### config.mk
export PLATFORM = sky130hd
export DESIGN_NAME = fine_channelizer_div_seq
export DESIGN_NICKNAME = d
export VERILOG_FILES = /design/src/rtl/fine_channelizer_div_seq.sv
export SDC_FILE = /design/constraint.sdc
export NUM_CORES = 1
export LEC_CHECK = 0
export BUFFER_PORTS_ARGS = -buffer_cell sky130_fd_sc_hd__buf_2
export CAP_MARGIN = 10
export CORE_MARGIN = 2
export CORE_UTILIZATION = 50
export DETAILED_ROUTE_END_ITERATION = 6
export PLACE_DENSITY = 0.78
export RECOVER_POWER = 50
export SETUP_SLACK_MARGIN = 0.5
export SYNTH_ARGS = -nofsm -noshare
export SYNTH_HDL_FRONTEND = slang
export SYNTH_SLANG_ARGS = --single-unit
### constraint.sdc
create_clock -name clk -period 3.2 [get_ports clk]
set_clock_uncertainty 0.15 [all_clocks]
set_input_delay 0.16 -clock clk [delete_from_list [all_inputs] [get_ports clk]]
set_output_delay 0.16 -clock clk [all_outputs]
set_load 0.005 [all_outputs]
### src/rtl/fine_channelizer_div_seq.sv
// Sequential signed 32/16 restoring divider with saturated quotient, valid/ready on both sides.
// Optional remainder output enabled by defining FINE_CHANNELIZER_DIV_REM_EN.
module fine_channelizer_div_seq #(
   parameter int DIVIDEND_WIDTH = 32,
   parameter int DIVISOR_WIDTH  = 16,
   parameter int QUOTIENT_WIDTH = 16
) (
   input  logic                      clk,
   input  logic                      reset_n,
   input  logic                      ce,
   input  logic                      in_valid,
   output logic                      in_ready,
   input  logic [DIVIDEND_WIDTH-1:0] dividend,
   input  logic [DIVISOR_WIDTH-1:0]  divisor,
   output logic                      out_valid,
   input  logic                      out_ready,
   output logic [QUOTIENT_WIDTH-1:0] quotient,
   output logic [QUOTIENT_WIDTH-1:0] remainder,
   output logic                      ovf,
   output logic                      dbz,
   output logic [1:0]                dbg_state
);

   // Handshakes: a transfer completes on a rising edge where ce is high and both
   // valid and ready are high; valid never drops before its transfer completes.
   typedef enum logic [1:0] {IDLE = 2'd0, CALC = 2'd1, DONE = 2'd2} state_t;

   state_t      state_q, state_d;
   logic [31:0] dvd_q;
   logic [16:0] dvs_q;
   logic [31:0] prem_q;
   logic [5:0]  cnt_q;
   logic        neg_dvd_q;
   logic        neg_quo_q;
   logic        zdiv_q;
   logic [15:0] quot_q;
   logic        ovf_q;
   logic        dbz_q;

   logic        accept, iter, fin;
   logic [32:0] shifted;
   logic        ge;
   logic [31:0] prem_nxt;
   logic [31:0] dvd_abs;
   logic [16:0] dvs_abs;
   logic [15:0] quot_fin;
   logic        sat_fin;

   // ---------------- FSM ----------------
   always_ff @(posedge clk or negedge reset_n) begin
      if (!reset_n) state_q <= IDLE;
      else          state_q <= state_d;
   end

   always_comb begin
      state_d = state_q;
      case (state_q)
         IDLE:    if (ce && in_valid)          state_d = CALC;
         CALC:    if (ce && cnt_q == 6'd32)    state_d = DONE;
         DONE:    if (ce && out_ready)         state_d = IDLE;
         default:                              state_d = IDLE;
      endcase
   end

   always_comb begin
      in_ready  = (state_q == IDLE);
      out_valid = (state_q == DONE);
      dbg_state = state_q;
   end

   // ---------------- datapath ----------------
   assign accept = ce && in_valid && in_ready;
   assign iter   = ce && (state_q == CALC) && (cnt_q != 6'd32);
   assign fin    = ce && (state_q == CALC) && (cnt_q == 6'd32);

   assign dvd_abs = dividend[31] ? (32'd0 - dividend) : dividend;
   assign dvs_abs = 17'd0 - {divisor[15], divisor};

   // One restoring step: partial remainder never exceeds the 17-bit divisor magnitude.
   assign shifted  = {prem_q, dvd_q[31]};
   assign ge       = (shifted >= {16'd0, dvs_q});
   assign prem_nxt = ge ? (shifted[31:0] - {15'd0, dvs_q}) : shifted[31:0];

   always_comb begin
      quot_fin = 16'd0;
      sat_fin  = 1'b0;
      if (zdiv_q) begin
         quot_fin = neg_dvd_q ? 16'h8000 : 16'h7FFF;
      end else if (neg_quo_q) begin
         if (dvd_q > 32'd32768) begin
            quot_fin = 16'h8000;
            sat_fin  = 1'b1;
         end else begin
            quot_fin = 16'd0 - dvd_q[15:0];
         end
      end else begin
         if (dvd_q > 32'd32767) begin
            quot_fin = 16'h7FFF;
            sat_fin  = 1'b1;
         end else begin
            quot_fin = dvd_q[15:0];
         end
      end
   end

   always_ff @(posedge clk or negedge reset_n) begin
      if (!reset_n) begin
         dvd_q     <= '0;
         dvs_q     <= '0;
         prem_q    <= '0;
         cnt_q     <= '0;
         neg_dvd_q <= 1'b0;
         neg_quo_q <= 1'b0;
         zdiv_q    <= 1'b0;
         quot_q    <= '0;
         ovf_q     <= 1'b0;
         dbz_q     <= 1'b0;
      end else if (accept) begin
         dvd_q     <= dvd_abs;
         dvs_q     <= divisor[15] ? dvs_abs : {1'b0, divisor};
         prem_q    <= '0;
         cnt_q     <= '0;
         neg_dvd_q <= dividend[31];
         neg_quo_q <= dividend[31] ^ divisor[15];
         zdiv_q    <= (divisor == 16'd0);
      end else if (iter) begin
         // Dividend register doubles as the quotient shift register.
         dvd_q  <= {dvd_q[30:0], ge};
         prem_q <= prem_nxt;
         cnt_q  <= cnt_q + 6'd1;
      end else if (fin) begin
         quot_q <= quot_fin;
         ovf_q  <= sat_fin;
         dbz_q  <= zdiv_q;
      end
   end

   assign quotient = quot_q;
   assign ovf      = ovf_q;
   assign dbz      = dbz_q;

`ifdef FINE_CHANNELIZER_DIV_REM_EN
   logic [15:0] rem_q;

   always_ff @(posedge clk or negedge reset_n) begin
      if (!reset_n) begin
         rem_q <= '0;
      end else if (fin) begin
         if (zdiv_q)         rem_q <= '0;
         else if (neg_dvd_q) rem_q <= 16'd0 - prem_q[15:0];
         else                rem_q <= prem_q[15:0];
      end
   end

   assign remainder = rem_q;
`else
   assign remainder = '0;
`endif

endmodule

Word-level counts from Yosys, hierarchy flattened:

Cells that the tools add are included.

* output and inout port bits: 38
* input bits: 53
* register bits after elaboration: 110
* word-level logic and storage cells: 63

* $add $sub $neg: 5
* bitwise operators: 3
* mux-type cells: 22
* reductions and logical operators: 12
* magnitude comparators: 3
* equality and inequality tests: 7

Operator list (number)
* $mux 32: 6
* $mux 16: 5
* $ge 33x17->1: 1
* $gt 32x15->1 const B: 1
* $gt 32x16->1 const B: 1
* $sub 1x32->32 const A: 1
* $sub 32x17->32: 1
* $mux 17: 1
* $sub 1x16->17 const A: 1
* $logic_not 16->1: 1
* $sub 1x16->16 const A: 1
* $mux 6: 2
* $logic_and 1x1->1: 7
* $add 6x1->6 const B: 1
* $eq 6x6->1 const B: 1
* $mux 2: 3
* $ne 6x6->1 const B: 1
* $pmux 2 s3: 1
* $reduce_and 3->1: 2
* $mux 1: 4
* $ne 2x1->1 const B: 2
* $eq 2x1->1 const B: 1
* $eq 2x2->1 const B: 1
* $logic_not 2->1: 1
* 4 further kinds: 5

Longest topological paths before layout:

Gate-level depths: netlist (run 1).

* word-level depth: 5
* depth in mapped cells: 11
* depth with buffers taken out: 11

Worst setup path before layout (run 1):

OpenSTA, ideal clock, no wires.

* path kind: register to register
* start point: register prem_q[4]
* end point: register prem_q[28]
* setup slack: 0.297 ns
* path buffers: 0
* library setup time: 0.132 ns
* period minus slack after synthesis: 2.903 ns
* data required time: 2.918 ns
* cell stages (with the launch flop): 10
* arrival time: 2.621 ns
* path through: dfrtp_1 -> ha_1 -> a21o_1 -> or3_1 -> o221a_2 -> o41ai_2 -> o41ai_1 -> a2111oi_1 -> xnor2_1 -> o21ai_1

* word-level cells in the longest chain between the ends: 4
* elaborated cells between the ends (all ways): 5
* classes of those cells: 1 x add/sub; 1 x order compare; 3 x mux

Ends and longest elaborated chain
* from (decl): line 31 `logic [31:0] prem_q;`
* from (signal assigned): line 129 `prem_q <= prem_nxt;`
* $sub 32x17->32 / $ge 33x17->1 (equally long branches): line 82, 81
* $mux 32 *: line 82 `assign prem_nxt = ge ? (shifted[31:0] - {15'd0, dvs_q}) : shifted[31:0];`
* $mux 32 *: line 126 `end else if (iter) begin`
* $mux 32 *: line 118 `end else if (accept) begin`

Mark *: on every way between the ends. The rest lies on a longest branch, timed or not. The select of a mux whose other input is x is not followed.
A chain may end at the register's enable or synchronous reset.

Worst setup path after layout (run 1):

* start point: register prem_q[10]
* end point: register prem_q[24]

The elaborated chain is that of the path after synthesis.

==> impl_metrics.toml, run 1 <==
[clocking]
cts-root-buf = "clkbuf_16"
numCtsBuffers = 9
h-tree-depth = 3
cts_tree = "built"
clkLatencyLatePin_ps = 360
clkTransAtPathRegs_ps = 70
clock_sinks = 110
cts_buffer_depth = 2

[pwr]
p_switching_uw = 3570
p_int_uw = 4660
ir_worst_vdd_mv = 0.420
pwr-share-comb_pct = 55.4
power_frac_clock_pct = 14.5
power.leakage_uw = 0.00407
swShare_pct = 43.4
power_density_mw_per_mm2 = 866
pwr-share-seq_pct = 30.1

[routing]
post_drt_wl_per_cell_um = 17.9
drt_iter0_markers = 763
antenna_left = 0
drc = 0
routed_wl_um = 21500
firstDrtPassIters = 7
viasPerCell = 6.17
vias = 7413

[logic_synthesis]
yosys-top-cells-count = "dfrtp_1 (110), nand2_1 (99), o21ai_0 (71)"
synth_top_area_share_pct = 36.9
ys.flop_type = "dfrtp_1"
synth_async_sr_flop_share_pct = 100
yosys.area.top_type = "dfrtp_1"
seq_area_frac_synth_pct = 36.9
yosysMostFrequentCell = "dfrtp_1"
synth.area.top_cells = "dfrtp_1 (37%), nand2_1 (5.0%), xor2_1 (4.8%)"
syn_avg_cell_area_sq_um = 8.48
synth-edff-count = 0
ys_types = 67
syn_inst = 879
ys_ff_latch = 110
ys.warnings.count = 0
syn_area_sq_mm = 0.00745

[timing]
setup_viol = 0
setup_slack_ps = 251
slew_viol_final = 0
rsz0062_at_grt = "true"
period_minus_slack_ps = 2950
worst_pin_slew_ps = 1480
finalSetupTns_ps = 0
fin_crit_sh_pct = 92.2
final-hold-violation-count = 0
relSlewSlack_pct = 1.63
fmax_mhz = 339

[global_routing]
first_global_vias = 7011
antenna_found_initial = 0
grt_max_degree = 85
grt_pass1_wl_um = 34100
overflow = 0
grt.total_usage_pct = 25.8

[setup_path]
critPathSlowestCell = "dfrtp_1"
crit_type = "flop to flop"
critPathLaunchType = "flop"
crit_chain = "ha_4 > a21o_1 > a211oi_2 > nor4b_1 > nor3_1 > o21ai_2 > nor2_1 > nor4b_2 > a311o_1"
slowest_delay_ps = 450
crit_required_ps = 3300
arrival_ps = 3050
crit_fanout = 6
endpoint_kind = "flop"

[cells_and_area]
syn_to_final_growth_pct = 27.6
nFillCells = 1115
diodes = 0
fin_area_sq_mm = 0.00951
fin_util_pct = 65.4
nets = 1089
final_cells = 1201
layout-drive-gt1-share_pct = 23.3

[die]
fp.coreArea_sq_mm = 0.0145
die_h_um = 126
io_pins = 91
start_util_pct = 51.3
std_cell_rows = 44
dieArea_sq_mm = 0.0159
die_w_um = 126

[place]
portBuffers = 74
dp_cells = 1101
hpwl_um = 12800
dpl_cell_area_sq_mm = 0.00799
gp_congestion = 0.935
dp_slack_ps = 140

[hold_path]
min_path_type = "input pin to flop"

[job]
max-cap-violations = 0

[status]
outcome = "complete, no violations"
-- worst max-delay path, delay by kind of cell, from the launching register on --
kind            cells  cell delay (ps)
compound gates      4             1010
flops               1              450
simple gates        4              890
fa+ha+maj           1              330
-- layer usage --
metal | routed length (um) | part of all wire, % | global-route usage, % | vias to the layer above
met5 | 0 | 0 | 0 | -
met4 | 611 | 2.8 | 9.05 | 0
met3 | 1510 | 7.0 | 5.23 | 57
met2 | 10300 | 48 | 41.6 | 368
met1 | 9090 | 42 | 34.7 | 3534
li1 | - | - | - | 3454
-- power groups by stage --
stage | combinational, uW | clock (uW) | sequential (uW)
finish | 4570 | 1190 | 2480
global route | 4920 | 1260 | 2540
CTS | 4030 | 1210 | 2420
detailed placement | 3400 | 0 | 2450
global placement | 3320 | 0 | 2430
floorplan | 2670 | 0 | 2260
-- state kept, by name, summed over array words and instances (netlist names) --
register,cells
prem_q,32
zdiv_q,1
neg_dvd_q,1
dbg_state,2
dvs_q,17
dvd_q,32
neg_quo_q,1
quotient,16
ovf,1
dbz,1
cnt_q,6
-- cell usage in the layout (no fill, tap or decap), types with 32 or more instances in the layout --
cell type	count
dlygate4sd3_1	38
nand2_1	97
o21ai_0	67
nand3_1	40
buf_4	50
dfrtp_1	107
o21ai_1	33
xor2_1	41
a21oi_1	38
inv_1	32
nor2_1	38
buf_2	66
-- path summary, 6_finish.rpt --
kind / startpoint / to / slack (ps) / cells after the start
setup / recovery: prem_q[10] / prem_q[24] / 250 / 9
hold / removal: dividend[8] / dvd_q[8] / 6 / 3
setup reg to reg: prem_q[10] / prem_q[24] / 250 / 9
hold reg to reg: quotient[14] / quotient[14] / 330 / 2
max in group asynchronous: reset_n / prem_q[17] / 860 / 3
min in group asynchronous: reset_n / dvd_q[25] / 540 / 2
-- through the flow --
stage	hold WS [ps]	total power, uW
6_report	6.05	8240
5_1_grt	33.8	8720
4_1_cts	0.831	7660
3_3_place_gp	122	5740
2_1_floorplan	-286	4940
3_5_place_dp	123	5840
-- timing repair --
item	CTS	global route
cloned	1	0
pin swaps	30	30
endpoints found under the setup margin	47	61
buffers inserted	33	13
gates resized for setup	49	42
hold buffers	38	0
endpoints found under the hold margin	94	0
-- cell families after synthesis --
logic type / after synthesis / synth area share, %
AND/OR/NAND/NOR: 305 / 20.9
AO/OA/AOI/OAI: 261 / 22.7
flip-flops: 110 / 36.9
buffers and inverters: 102 / 6.06
XOR/XNOR: 59 / 6.93
adder cells (fa/ha/maj): 23 / 3.96
multiplexers: 18 / 2.45
other: 1 / 0.0503
-- cell type report --
| type | instances | area [sq um] | area share, % |
|---|---|---|---|
| clock inverters | 4 | 72.6 | 0.763 |
| repair buffers | 175 | 1290 | 13.5 |
| flip-flops and latches | 110 | 2760 | 29.0 |
| clock buffers | 11 | 233 | 2.45 |
| well taps | 184 | 230 | 2.42 |
| inverters | 34 | 128 | 1.34 |
| multi-input cells | 683 | 4800 | 50.5 |
No activity file was read; power rests on OpenSTA's default activity.
==> inputs of run 2 (changes only) <==
--- a/config.mk
+++ b/config.mk
@@ -7,10 +7,12 @@
 export LEC_CHECK = 0
 export BUFFER_PORTS_ARGS = -buffer_cell sky130_fd_sc_hd__buf_2
 export CAP_MARGIN = 10
+export CELL_PAD_IN_SITES_DETAIL_PLACEMENT = 1
+export CELL_PAD_IN_SITES_GLOBAL_PLACEMENT = 1
 export CORE_MARGIN = 2
-export CORE_UTILIZATION = 50
+export CORE_UTILIZATION = 45
 export DETAILED_ROUTE_END_ITERATION = 6
-export PLACE_DENSITY = 0.78
+export PLACE_DENSITY = 0.9
 export RECOVER_POWER = 50
 export SETUP_SLACK_MARGIN = 0.5
 export SYNTH_ARGS = -nofsm -noshare
==> impl_metrics.toml, run 2 (synthesized netlist as in run 1, its figures left out) <==
[global_routing]
grt.total_usage_pct = 29.4
grt_max_degree = 76
first_global_vias = 7862
antenna_found_initial = 0
grt_pass1_wl_um = 41700
overflow = 0

[setup_path]
path_buf_inv = 4
crit_fanout = 5
critPathLaunchType = "flop"
timing.rr.start = "prem_q[7]"
crit_required_ps = 3290
endpoint_kind = "flop"
crit_family = "simple AND/OR/NAND/NOR gates"
cp-startpoint = "prem_q[7]"
crit_chain = "ha_1 > nand4_1 > nor3_2 > buf_4 > a31oi_4 > buf_6 > buf_6 > nor2_2 > nand3_2 > buf_4 > a311o_1"
crit_type = "flop to flop"
critPathSlowestCell = "ha_1"
arrival_ps = 3240
slowest_delay_ps = 460

[cells_and_area]
fin_util_pct = 57.3
nets = 1079
layout_common_cells = "dfrtp_1 (105), nand2_1 (97), buf_2 (69)"
final_common_cell = "dfrtp_1"
syn_to_final_growth_pct = 26.2
fin_area_sq_mm = 0.00940
diodes = 0
final_cells = 1228
layout-drive-gt1-share_pct = 25.1
reg_top3 = "dvd_q x32, prem_q x32, dvs_q x17"

[clocking]
numCtsBuffers = 9
clkLatencyLatePin_ps = 370
clock_sinks = 110
clkTransAtPathRegs_ps = 80
h-tree-depth = 3
cts-root-buf = "clkbuf_16"
cts_buffer_depth = 2
cts_tree = "built"

[place]
dp_cells = 1140
dpl_cell_area_sq_mm = 0.00806
gp_congestion = 0.896
portBuffers = 74
hpwl_um = 15400

[timing]
fmax_mhz = 318
fin_crit_sh_pct = 98.3
rsz0062_at_grt = "true"
period_minus_slack_ps = 3150
worst_pin_slew_ps = 1400
finalSetupTns_ps = 0
final-hold-violation-count = 3
relSlewSlack_pct = 6.57
setup_viol = 0
slew_viol_final = 0
fin_hold_ws_ps = -11.0

[pwr]
ir_worst_vdd_mv = 0.411
swShare_pct = 48.8
p_int_uw = 4510
power_density_mw_per_mm2 = 936
pwr-share-seq_pct = 29.9
p_switching_uw = 4290
power_frac_clock_pct = 12.9
pwr-share-comb_pct = 57.2
power.leakage_uw = 0.00400

[job]
max-cap-violations = 0

[routing]
antenna_left = 0
routed_wl_um = 31200
drt_iter0_markers = 1077
firstDrtPassIters = 7
drc = 5
vias = 8272
viasPerCell = 6.74
post_drt_wl_per_cell_um = 25.4

[die]
die_h_um = 133
fp.coreArea_sq_mm = 0.0164
io_pins = 91
std_cell_rows = 47
die_w_um = 133
dieArea_sq_mm = 0.0176
start_util_pct = 45.4

[status]
outcome = "finished, violations left"
violations = "design-rule violations, negative hold slack"

[hold_path]
min_path_type = "input pin to flop"
hold_path_startpoint = "divisor[10]"
==> run 2: changes by cell type in the layout (fill, tap and decap cells not counted), moves of 6 or more <==
cell	previous run	this run
buf_4	50	56
a21oi_2	4	11
o21ai_0	67	61
dlygate4sd3_1	38	23
o21ai_1	33	39
a21oi_1	38	31
==> run 2: path summary, 6_finish.rpt <==
check	slack (ps)	to	cells after the start
min reg2reg	330	quotient[4]	2
max in group asynchronous	900	dvd_q[0]	3
max reg2reg	50	prem_q[25]	11
max	50	prem_q[25]	11
min	-10	dvs_q[10]	3
min in group asynchronous	470	dvd_q[21]	2
==> run 2: power by group through the flow <==
| stage | clock, uW | combinational, uW | sequential [uW] |
|---|---|---|---|
| final | 1140 | 5030 | 2630 |
| after global routing | 1180 | 5290 | 2670 |
| after CTS | 1120 | 3980 | 2480 |
| after detailed placement | 0 | 3550 | 2460 |
| after global placement | 0 | 3390 | 2430 |
| after floorplan | 0 | 2670 | 2260 |
==> run 2: cell type report <==
cell class                 count  area [sq um]
sequential                   110          2760
inverter                      34           130
multi-input combinational    683          4820
clock inverter                 2          16.3
tap                          220           275
clock buffer                  14           264
timing repair buffer         165          1140
fill                        1872          7010
==> run 2: worst register-to-register path, cell delays in order, from the launching register on <==
cell and delay [ps]:
dfrtp_1 420, ha_1 460, nand4_1 230, nor3_2 350
buf_4 200, a31oi_4 110, buf_6 140, buf_6 110
nor2_2 140, nand3_2 160, buf_4 180, a311o_1 390
==> run 2: what timing repair did <==
action | 4_1_cts | 5_1_grt
hold buffers | 23 | 0
hold endpoints to repair | 69 | 0
buffers inserted | 25 | 22
cloned | 0 | 2
pin swaps | 17 | 24
endpoints found under the setup margin | 50 | 56
gates resized for setup | 37 | 74
==> run 2: stage by stage <==
step	hold WS (ps)	setup WS [ps]	power, uW
3_5_place_dp	75.8	49.3	6020
2_1_floorplan	-286	372	4940
3_3_place_gp	80.7	165	5830
4_1_cts	5.16	294	7580
6_report	-11.0	52.8	8800
5_1_grt	6.11	25.3	9140
==> run 2: metal layers <==
| layer | GRT usage, % | share of wire, % | vias to the layer above |
|---|---|---|---|
| met5 | 0 | 0 | - |
| met3 | 4.37 | 6.7 | 175 |
| met1 | 36.3 | 37 | 4089 |
| met4 | 12.3 | 5.8 | 0 |
| li1 | - | - | 3427 |
| met2 | 51.3 | 50 | 581 |
